<file path="config.mk">
export PLATFORM = sky130hd
export DESIGN_NAME = mmu_ram_sequencer
export DESIGN_NICKNAME = d
export VERILOG_FILES = /design/src/rtl/mmu_ram_sequencer.sv
export SDC_FILE = /design/constraint.sdc
export NUM_CORES = 1
export LEC_CHECK = 0
export ABC_AREA = 0
export CAP_MARGIN = 30
export CELL_PAD_IN_SITES_DETAIL_PLACEMENT = 1
export CELL_PAD_IN_SITES_GLOBAL_PLACEMENT = 1
export CORE_ASPECT_RATIO = 1.75
export CORE_MARGIN = 1.5
export CORE_UTILIZATION = 32
export CTS_CLUSTER_SIZE = 10
export DETAILED_ROUTE_END_ITERATION = 8
export GPL_TIMING_DRIVEN = 0
export PLACE_DENSITY_LB_ADDON = 0.1
export SYNTH_ARGS = -nofsm -noshare
export SYNTH_HDL_FRONTEND = slang
export SYNTH_SLANG_ARGS = --single-unit
export TNS_END_PERCENT = 50
</file>
<file path="constraint.sdc">
create_clock -name CLKX4 -period 2.1 [get_ports CLKX4]
set_input_delay 0.63 -clock CLKX4 [delete_from_list [all_inputs] [get_ports CLKX4]]
set_output_delay 0.63 -clock CLKX4 [all_outputs]
set_load 0.1 [all_outputs]
</file>
<file path="src/rtl/mmu_ram_sequencer.sv">
// MMU mapping RAM port sequencer. It fills the default map after reset, then passes the CPU through,
// and runs a task-table COPY/FILL engine that uses only the registered E-low slot.
module mmu_ram_sequencer (
    input  logic       INIT_ROM_HI,
    input  logic       CLKX4,
    input  logic       nRESET,
    input  logic       QX,
    input  logic       EX,
    input  logic       MRDY,
    input  logic [7:0] cpu_addr,
    input  logic       cpu_nRD,
    input  logic       cpu_nWR,
    input  logic [7:0] cpu_dout,
    input  logic       cpu_doe,
    output logic [7:0] MMU_ADDR,
    output logic       MMU_nRD,
    output logic       MMU_nWR,
    output logic [7:0] MMU_DATA_out,
    output logic       MMU_DATA_oe,
    input  logic [7:0] MMU_DATA_in,
    output logic       nCPU_HOLD,
    input  logic       cmd_valid,
    output logic       cmd_ready,
    input  logic       cmd_op,
    input  logic [4:0] cmd_src,
    input  logic [4:0] cmd_dst,
    input  logic [7:0] cmd_fill,
    output logic       done,
    output logic       busy
);

    typedef enum logic [2:0] {
        INIT_SETUP  = 3'd0,
        INIT_STROBE = 3'd1,
        INIT_HOLD   = 3'd2,
        IDLE        = 3'd3,
        CP_RD       = 3'd4,
        CP_WR       = 3'd5,
        FL_WR       = 3'd6
    } state_t;

    state_t     state_r, state_nx;
    logic [8:0] idx_r, idx_nx;
    logic [2:0] k_r, k_nx;
    logic       done_nx;
    logic       op_r;
    logic [4:0] src_r, dst_r;
    logic [7:0] fill_r, buf_r;
    logic       slot_r, done_r, nhold_r, drive_r;
    logic       in_init_s, nx_init_s, accept_s;

    // Slot s maps to page {s[0], s[2:1]} of either RAM or, for the upper half when selected, ROM0.
    function automatic logic [7:0] default_entry(input logic [2:0] s, input logic rom_hi);
        logic [1:0] dev;
        if (rom_hi && s[2]) begin
            dev = 2'b00;
        end else begin
            dev = 2'b10;
        end
        return {dev, s[0], 3'b000, s[2:1]};
    endfunction

    assign in_init_s = (state_r == INIT_SETUP) || (state_r == INIT_STROBE) || (state_r == INIT_HOLD);
    assign nx_init_s = (state_nx == INIT_SETUP) || (state_nx == INIT_STROBE) || (state_nx == INIT_HOLD);
    assign accept_s  = (state_r == IDLE) && cmd_valid;
    assign cmd_ready = (state_r == IDLE);
    assign busy      = (state_r != IDLE);
    assign done      = done_r;
    assign nCPU_HOLD = nhold_r;

    // Next-state, index and entry-counter logic.
    always_comb begin
        state_nx = state_r;
        idx_nx   = idx_r;
        k_nx     = k_r;
        done_nx  = 1'b0;
        case (state_r)
            INIT_SETUP:  state_nx = INIT_STROBE;
            INIT_STROBE: state_nx = INIT_HOLD;
            INIT_HOLD: begin
                idx_nx = idx_r + 9'd1;
                if (idx_r == 9'd255) begin
                    state_nx = IDLE;
                end else begin
                    state_nx = INIT_SETUP;
                end
            end
            IDLE: begin
                if (cmd_valid) begin
                    k_nx = 3'd0;
                    if (cmd_op) begin
                        state_nx = FL_WR;
                    end else begin
                        state_nx = CP_RD;
                    end
                end else begin
                    state_nx = IDLE;
                end
            end
            CP_RD: begin
                if (slot_r) begin
                    state_nx = CP_WR;
                end else begin
                    state_nx = CP_RD;
                end
            end
            CP_WR, FL_WR: begin
                if (slot_r) begin
                    k_nx = k_r + 3'd1;
                    if (k_r == 3'd7) begin
                        state_nx = IDLE;
                        done_nx  = 1'b1;
                    end else if (state_r == CP_WR) begin
                        state_nx = CP_RD;
                    end else begin
                        state_nx = FL_WR;
                    end
                end else begin
                    state_nx = state_r;
                end
            end
            default: state_nx = INIT_SETUP;
        endcase
    end

    // State, counters, slot strobe and status registers.
    always_ff @(posedge CLKX4 or negedge nRESET) begin
        if (!nRESET) begin
            state_r <= INIT_SETUP;
            idx_r   <= 9'd0;
            k_r     <= 3'd0;
            slot_r  <= 1'b0;
            done_r  <= 1'b0;
            nhold_r <= 1'b0;
            drive_r <= 1'b0;
        end else begin
            state_r <= state_nx;
            idx_r   <= idx_nx;
            k_r     <= k_nx;
            slot_r  <= ({QX, EX} == 2'b01) && MRDY;
            done_r  <= done_nx;
            nhold_r <= !nx_init_s;
            drive_r <= 1'b1;
        end
    end

    // Command latch and copy buffer.
    always_ff @(posedge CLKX4 or negedge nRESET) begin
        if (!nRESET) begin
            op_r   <= 1'b0;
            src_r  <= 5'd0;
            dst_r  <= 5'd0;
            fill_r <= 8'd0;
            buf_r  <= 8'd0;
        end else begin
            if (accept_s) begin
                op_r   <= cmd_op;
                src_r  <= cmd_src;
                dst_r  <= cmd_dst;
                fill_r <= cmd_fill;
            end
            if ((state_r == CP_RD) && slot_r) begin
                buf_r <= MMU_DATA_in;
            end
        end
    end

    // Port mux: select depends only on registered state and slot, never on QX/EX directly.
    always_comb begin
        MMU_ADDR     = cpu_addr;
        MMU_nRD      = cpu_nRD;
        MMU_nWR      = cpu_nWR;
        MMU_DATA_out = cpu_dout;
        MMU_DATA_oe  = cpu_doe;
        if (in_init_s) begin
            MMU_ADDR     = idx_r[7:0];
            MMU_nRD      = 1'b1;
            MMU_nWR      = (state_r == INIT_STROBE) ? 1'b0 : 1'b1;
            MMU_DATA_out = default_entry(idx_r[2:0], INIT_ROM_HI);
            MMU_DATA_oe  = drive_r;
        end else if (slot_r) begin
            case (state_r)
                CP_RD: begin
                    MMU_ADDR     = {src_r, k_r};
                    MMU_nRD      = 1'b0;
                    MMU_nWR      = 1'b1;
                    MMU_DATA_out = buf_r;
                    MMU_DATA_oe  = 1'b0;
                end
                CP_WR, FL_WR: begin
                    MMU_ADDR     = {dst_r, k_r};
                    MMU_nRD      = 1'b1;
                    MMU_nWR      = 1'b0;
                    MMU_DATA_out = (state_r == FL_WR) ? fill_r : buf_r;
                    MMU_DATA_oe  = 1'b1;
                end
                default: MMU_ADDR = cpu_addr;
            endcase
        end else begin
            MMU_ADDR = cpu_addr;
        end
    end

endmodule

</file>
==> flow_results.org <==
** Power and ir drop
- The completed layout was analyzed and its total power is 1890 µW.
- VDD sags by at most 0.496 mV.
- Power Density :: 446 mW/mm²
- In this run the static leakage power is 0.00187 µW.

** Setup path
- The worst setup path is launched from a flip-flop.
- Arrival @ worst endpoint :: 2000 ps
- The largest single stage delay on the critical path is 380 ps.
- Worst reg2reg path startpoint :: idx_r[0]
- Critical path start-end classification :: flip-flop to output pin
- The number of buffers and inverters on the critical path is 3.
- Cell with the largest stage delay on the worst path :: sky130_fd_sc_hd__dfrtp_1
- The worst setup path is captured at an output pin.
- Worst Reg-to-Reg Cells :: 8
- For the worst setup path, the data required time is 1470 ps.
- RR Endpoint :: nCPU_HOLD
- Cell-by-cell trace of the critical path :: buf_6 > nor2b_4 > o21ba_4 > buf_8 > a221o_1 > a2bb2oi_4 > buf_12
- Critical path fanouts, max :: 8
- Top cell family by delay on the critical path :: compound AO/OA/AOI/OAI gates
- Register-to-Register Setup Slack :: 120 ps

** Timing
- Final worst-path setup slack :: -525 ps
- The count of pins over their slew limit was 0.
- Setup violations remaining at the end of the flow were counted as 21.
- At the pin with the least slew margin, the transition time is 940 ps.
- Adding up every negative setup slack in the final design gives -7030 ps.
- The hold violation total from the final report was 0.
- Hold Worst Slack :: 239 ps
- Headroom to the max-slew limit came out at 37.6%.
- Setup repair after global routing could not meet its margin everywhere.
- Across the routed clock network, the largest skew measured is 7.43 ps.
- Based on the critical path, the design can be clocked at up to 0.381 GHz.
- Final critical-path share of the clock period :: 125%
- Min cycle time layout :: 2630 ps

** Logic synthesis
- Yosys mapped a number of flops with a built-in enable equal to 0.
- Cell area after technology mapping :: 0.00247 mm²
- Synth Net Count :: 295
- After synthesis the netlist holds a flip-flop and latch count of 45.
- By area the synthesized netlist is led by sky130_fd_sc_hd__dfrtp_1, sky130_fd_sc_hd__mux2_2, sky130_fd_sc_hd__a221o_1.
- During synthesis, Yosys emitted a total of 0 warnings.
- Share of flip-flops with an asynchronous set or reset :: 100%
- Primary FF master, synth :: sky130_fd_sc_hd__dfrtp_1
- The cell count after synthesis came out at 238.
- Averaged over all synthesized cells, the footprint is 10.4 µm².
- Yosys top cell by area :: sky130_fd_sc_hd__dfrtp_1
- Sequential elements use 45.5% of the synthesized area.
- Share of Yosys cell area claimed by the top area cell type :: 45.5%
- After synthesis, the netlist uses 41 different library cells.

** Routing
- Vias after detailed routing :: 2374
- In this run the remaining antenna-violating nets after routing total 0.
- Post-detailed-route via-to-cell ratio :: 5.52
- Final wirelength :: 8900 µm
- After detailed routing, the average wire length per cell comes to 20.7 µm.
- 1st-pass router iterations :: 4
- The detailed router finished its first iteration with 125 violations.
- Total DRC errors in the routed layout :: 0

** CTS
- After clock tree synthesis, the clock-pin slew on the worst setup and hold paths is 70 ps.
- TritonCTS built the clock tree.
- CTS H-tree depth :: 2
- Worst skew pair latency :: 290 ps
- No sink is reached through more buffers than the 2 on the longest clock path.
- Library cell used as clock root buffer :: sky130_fd_sc_hd__clkbuf_16
- Buffers inserted during clock tree synthesis total 5.
- Clock sink total :: 45

** Cells and area
- The filler cells instantiated in the layout total 783.
- Post-Layout Inst Area :: 0.00424 mm²
- In the final layout, flip-flops and latches occupy 0.00113 mm².
- Relative area change from synthesis to final layout :: 71.2%
- Number of antenna diodes :: 0
- Summing all multi-input logic gate instances after layout gives 0.00157 mm².
- The post-route netlist has 39.5% of its cells at a drive strength greater than 1.
- Final nets :: 398

** Placement
- HPWL after detailed placement :: 6190 µm
- Weighted congestion at the end of routability-driven global placement :: 0.803
- The placed instances occupy a cell area of 0.00364 mm².
- Post-Place Setup Slack :: -1180 ps
- Port buffering added 75 buffers.

** Die
- Vertical die dimension :: 119 µm
- The region available for standard cell placement spans 0.00751 mm².
- Row cnt :: 42
- The die covers 0.00829 mm².
- Count of pins on the block boundary :: 76
- Floorplan die width :: 69.5 µm
- Initial cell density of the core :: 32.9%

** Global routing
- The first global-routing pass estimated 14100 µm of wire.
- After global routing the overflow that remains totals 0.
- The initial antenna violation count is 0.
- Total routing usage reported by global routing :: 22.1%
- Vias in the first global route :: 2660
- Entering global routing, the biggest net connects 33 pins.

** Status
- Status :: finished with violations
- Violated checks :: negative setup slack

** Hold path
- In this run the worst hold path is classified as primary input to asynchronous set/reset pin.

** Run
- Max-capacitance violation count :: 0
## final cells by class
| class | instances | area share [%] |
|---|---|---|
| Tap cell | 88 | 2.60 |
| Inverter | 8 | 0.886 |
| Timing Repair Buffer | 97 | 25.8 |
| Multi-Input combinational cell | 173 | 37.0 |
| Clock buffer | 5 | 2.95 |
| Buffer | 11 | 3.57 |
| Clock inverter | 3 | 0.590 |
| Sequential cell | 45 | 26.6 |
## timing repair
action | 4_1_cts | 5_1_grt
hold buffers | 0 | 0
endpoints found under the setup margin | 23 | 23
gates cloned | 2 | 0
pin swaps | 9 | 7
setup buffers | 14 | 7
resized for setup | 186 | 29
## cells by family (layout without fill, tap and decap cells)
kind of cell               after synthesis  in the layout  synth area share, %
and+or+nand+nor                         70             71                 14.0
xor gates and xnor gates                 7              7                 2.48
DFF                                     45             45                 45.5
muxes                                   28             28                 12.7
adders and majority gates                4              4                 2.02
buffers and inverters                   21            124                 4.60
AOI/OAI and AO/OA                       62             62                 18.5
other                                    1              1                0.152
## worst max-delay path by stage
stage / from / to / slack [ps] / cells after the start
finish: state_r[0] / MMU_ADDR[6] / -530 / 7
global route: state_r[0] / MMU_ADDR[6] / -550 / 7
CTS: state_r[0] / MMU_ADDR[6] / -530 / 7
detailed placement: state_r[1] / MMU_ADDR[6] / -1180 / 7
global placement: state_r[1] / MMU_ADDR[6] / -1170 / 7
floorplan: state_r[0] / MMU_DATA_oe / -300 / 6
## cells in the mapped netlist (2+ instances only)
cell type	count
sky130_fd_sc_hd__buf_6	4
sky130_fd_sc_hd__nand2b_1	2
sky130_fd_sc_hd__clkbuf_1	5
sky130_fd_sc_hd__nand4_1	2
sky130_fd_sc_hd__o22a_1	4
sky130_fd_sc_hd__a21oi_1	12
sky130_fd_sc_hd__o31ai_1	4
sky130_fd_sc_hd__inv_1	8
sky130_fd_sc_hd__mux2_1	7
sky130_fd_sc_hd__buf_2	4
sky130_fd_sc_hd__ha_1	4
sky130_fd_sc_hd__a221oi_1	8
sky130_fd_sc_hd__o22ai_1	3
sky130_fd_sc_hd__a221o_1	9
sky130_fd_sc_hd__and2_1	2
sky130_fd_sc_hd__nand2_2	2
sky130_fd_sc_hd__nand3_1	2
sky130_fd_sc_hd__xor2_1	3
sky130_fd_sc_hd__a21o_1	2
sky130_fd_sc_hd__nor3_1	7
sky130_fd_sc_hd__xnor2_1	4
sky130_fd_sc_hd__mux2_2	21
sky130_fd_sc_hd__or3_1	3
sky130_fd_sc_hd__a22o_1	3
sky130_fd_sc_hd__nor2_1	21
sky130_fd_sc_hd__o21ai_0	11
sky130_fd_sc_hd__dfrtp_1	45
sky130_fd_sc_hd__nor2b_1	6
sky130_fd_sc_hd__nand2_1	18
## layer usage
layer,global-route usage [%],share of wire (%)
met5,0,0
met4,9.31,2.2
met3,4.15,4.7
met2,39.8,56
met1,25.0,37
## power by group
part | internal [µW] | switching (µW)
combinational | 112 | 77.0
clock | 451 | 380
sequential | 868 | 0.925
## registers in the layout, summed over array words and instances (netlist names)
register	flops
idx_r	9
buf_r	8
fill_r	8
dst_r	5
src_r	5
k_r	3
state_r	3
done	1
drive_r	1
nCPU_HOLD	1
slot_r	1
## stage by stage
stage                     util (%)  instances
after floorplan                  -        238
after global placement        48.3        401
after detailed placement      48.5        402
after CTS                     54.4        425
after global routing          56.4        430
final                         56.4        430
## cell usage in the layout, fill, tap and decap left out, types with 4 or more instances in the layout
| cell | instances |
|---|---|
| sky130_fd_sc_hd__inv_1 | 6 |
| sky130_fd_sc_hd__o22a_4 | 4 |
| sky130_fd_sc_hd__mux2_1 | 7 |
| sky130_fd_sc_hd__o21ai_0 | 4 |
| sky130_fd_sc_hd__mux2_2 | 21 |
| sky130_fd_sc_hd__buf_6 | 7 |
| sky130_fd_sc_hd__ha_1 | 4 |
| sky130_fd_sc_hd__a221oi_1 | 4 |
| sky130_fd_sc_hd__a221o_1 | 6 |
| sky130_fd_sc_hd__o31ai_4 | 4 |
| sky130_fd_sc_hd__clkdlybuf4s50_1 | 51 |
| sky130_fd_sc_hd__dfrtp_1 | 44 |
| sky130_fd_sc_hd__a21oi_1 | 8 |
| sky130_fd_sc_hd__xnor2_1 | 4 |
| sky130_fd_sc_hd__clkbuf_16 | 7 |
| sky130_fd_sc_hd__buf_4 | 20 |
| sky130_fd_sc_hd__o21ai_2 | 4 |
| sky130_fd_sc_hd__nor2b_1 | 4 |
| sky130_fd_sc_hd__nor2_1 | 18 |
| sky130_fd_sc_hd__a221oi_2 | 4 |
| sky130_fd_sc_hd__buf_12 | 18 |
| sky130_fd_sc_hd__nand2_1 | 15 |
| sky130_fd_sc_hd__nor3_1 | 5 |
| sky130_fd_sc_hd__a21oi_4 | 4 |
Note: power is estimated with default switching activity, not from simulation.
==> edit: new RTL, config.mk and constraints unchanged <==
Compare `idx_r` against `9'd255` with >= in place of ==.
--- a/src/rtl/mmu_ram_sequencer.sv
+++ b/src/rtl/mmu_ram_sequencer.sv
@@ -80,5 +80,5 @@
             INIT_HOLD: begin
                 idx_nx = idx_r + 9'd1;
-                if (idx_r == 9'd255) begin
+                if (idx_r >= 9'd255) begin
                     state_nx = IDLE;
                 end else begin
Check against the original RTL: same outputs for any inputs over 10 cycles, from zero or initial values and one cycle with nRESET low; that may be too few to reach the edited logic, so the function may still have changed.
==> edit against the unedited design <==
- the run still ends with negative setup slack left
- area after synthesis down 4.3%
- first-iteration DRC count down 4.8%
- sequential share of layout area down 0.34 points
- critical path depth unchanged
- routed wire length down 6.3%
- largest cell class unchanged
- combinational power down 17%
- worst hold slack better by 0.11 ns
- sequential cell count unchanged
- worst setup slack worse by 0.071 ns
- final cell count down 1.6%
- utilization up 3.4 points
- design area up 1.4%
- die area down 4.2%
- total power up 3.1%
==> edit: results <==
metrics = {
    "logic_synthesis": {
        "synth_cells": 214,
        "yosys_warnings": 0,
        "netlist-cell-type-count": 41,
        "yosysSeqAreaShare": 0.4754,
        "syn_nets": 271,
        "synth_area_leaders": "dfrtp_1 (48%), mux2_2 (12%), mux2_1 (4.3%)",
        "dominantRegCellSynth": "dfrtp_1",
        "synth_top_cells_by_count": "dfrtp_1 (45), mux2_2 (25), nor2_1 (18)",
    },
    "place": {
        "placed_cell_area_um2": 3475,
        "post-dp-hpwl_mm": 5.332,
        "dp_worst_setup_slack_ns": -1.458,
        "weighted_congestion_at_the_end_of_routability_driven_global_placement": 0.7960,
        "placed_cells": 376,
    },
    "detailed_routing": {
        "drt-pass1-iter-count": 4,
        "num_vias": 2237,
        "routed_wl_mm": 8.347,
        "first_iter_violations": 119,
        "wirelength_per_cell_um": 19.73,
    },
    "cts": {
        "clock_root_cell": "clkbuf_16",
        "clock_insertion_delay_worst_skew_ns": 0.29,
        "cts_hold_repair.buffers": 0,
        "clk_pin_slew_ns": 0.06,
        "clock_tree.buffer_depth": 2,
        "cts.htree.levels": 2,
        "numCtsBuffers": 5,
    },
    "grt": {
        "maximum_number_of_pins_on_one_net_before_global_route_repair": 24,
        "global_route_wire_length_before_repair_mm": 12.81,
        "antenna_found_initial": 0,
        "vias_in_the_first_global_route": 2417,
        "grt_use_total": 0.2280,
    },
    "final_layout": {
        "design.final.nets": 393,
        "top_regs": "idx_r (9), buf_r (8), fill_r (8)",
        "post_route_cells_drive_above_1_share": 0.4421,
        "antennaDiodeCount": 0,
        "num-fill-cells": 752,
    },
    "timing": {
        "max-slew-margin-rel": 0.3610,
        "worst_clock_skew_ns": 0.005061,
        "setup_total_negative_slack_ns": -9.639,
        "setup_ws_ns": -0.5959,
        "setup_violations": 19,
    },
    "setup_path": {
        "reg2reg_depth": 7,
        "critPathLaunch": "state_r[2]$_DFF_PN0_",
        "r2r-end": "nCPU_HOLD$_DFF_PN0_",
        "reg2reg_setup_slack_ns": 0.05,
        "worstSetupEndpoint": "MMU_ADDR[4]",
        "r2r-start": "idx_r[2]$_DFFE_PN0P_",
        "crit_path_max_fanout": 8,
    },
    "outcome": {
        "run_status": "finished with violations",
        "violated_checks": "negative setup slack",
    },
    "power": {
        "cellInternalPower_mw": 1.535,
        "worst_ir_drop_vdd_mv": 0.4371,
        "leakagePower_nw": 2.004,
    },
    "worst_hold_path": {
        "timing.hold.worst.class": "input pin to asynchronous set/reset pin",
    },
}
==> edit: cell count changes in the layout (fill, tap and decap cells not counted), sizes merged, moves of 4 or more <==
cell    unedited run  this run
nor3               8         3
o22a               4         0
a221o              9         1
nor2              22        18
a221oi             8         0
a222oi             0        10
o21ai             11         6
mux2              28        34
buf               51        70
nor2b              8         0
nand2             20        15
o31ai              4         0
inv               10         6
==> edit: worst max-delay path, stage by stage (launching register included) <==
cell        delay [ns]
dfrtp_1           0.41
buf_8             0.15
clkinvlp_4        0.09
nor3_4            0.06
buf_6             0.14
a222oi_1          0.61
a21oi_4           0.11
buf_12            0.20
==> edit: power groups by stage <==
stage / registers (mW) / clock network (mW) / logic, mW
final: 0.871 / 0.919 / 0.157
after global routing: 0.871 / 0.967 / 0.169
after CTS: 0.871 / 0.940 / 0.160
after detailed placement: 0.887 / 0 / 0.155
after global placement: 0.887 / 0 / 0.149
after floorplan: 0.886 / 0 / 0.0273
==> edit: worst min path at each step <==
| stage | startpoint | endpoint | slack [ns] | depth (start not counted) |
|---|---|---|---|---|
| 2_1_floorplan | nRESET | buf_r[0]$_DFFE_PN0P_ | 0.33 | 0 |
| 3_3_place_gp | dst_r[0]$_DFFE_PN0P_ | dst_r[0]$_DFFE_PN0P_ | 0.48 | 1 |
| 3_5_place_dp | dst_r[0]$_DFFE_PN0P_ | dst_r[0]$_DFFE_PN0P_ | 0.48 | 1 |
| 4_1_cts | nRESET | src_r[2]$_DFFE_PN0P_ | 0.35 | 1 |
| 5_1_grt | nRESET | src_r[2]$_DFFE_PN0P_ | 0.38 | 1 |
| 6_report | nRESET | nCPU_HOLD$_DFF_PN0_ | 0.34 | 1 |
==> edit: cell families after synthesis <==
group,after synthesis,synth area share
AO/OA/AOI/OAI,49,0.1527
adder cells (fa/ha/maj),4,0.02113
other,1,0.001583
multiplexers,34,0.1616
AND/OR/NAND/NOR,56,0.1226
flip-flops,45,0.4754
buffers and inverters,18,0.03909
XOR/XNOR,7,0.02589
==> edit: layout make-up <==
class	instances	area, um2	area share
clock buffers	6	128.9	0.02999
well taps	86	107.6	0.02504
multi-input cells	152	1478	0.3438
plain buffers	11	148.9	0.03464
clock inverters	2	38.79	0.009025
inverters	7	30.03	0.006987
repair buffers	114	1237	0.2879
flip-flops and latches	45	1129	0.2626
==> edit: routing by layer <==
| layer | routed length [um] | global-route usage |
|---|---|---|
| met2 | 4758 | 0.4246 |
| met3 | 312 | 0.04111 |
| met1 | 3042 | 0.2455 |
| met5 | 0 | 0 |
| met4 | 233 | 0.08933 |
==> edit: repair_timing <==
action,in CTS,in global routing
setup buffers,29,8
hold endpoints to repair,0,0
pin swaps,20,19
resized for setup,211,15
cloned,2,0
setup endpoints to repair,23,27
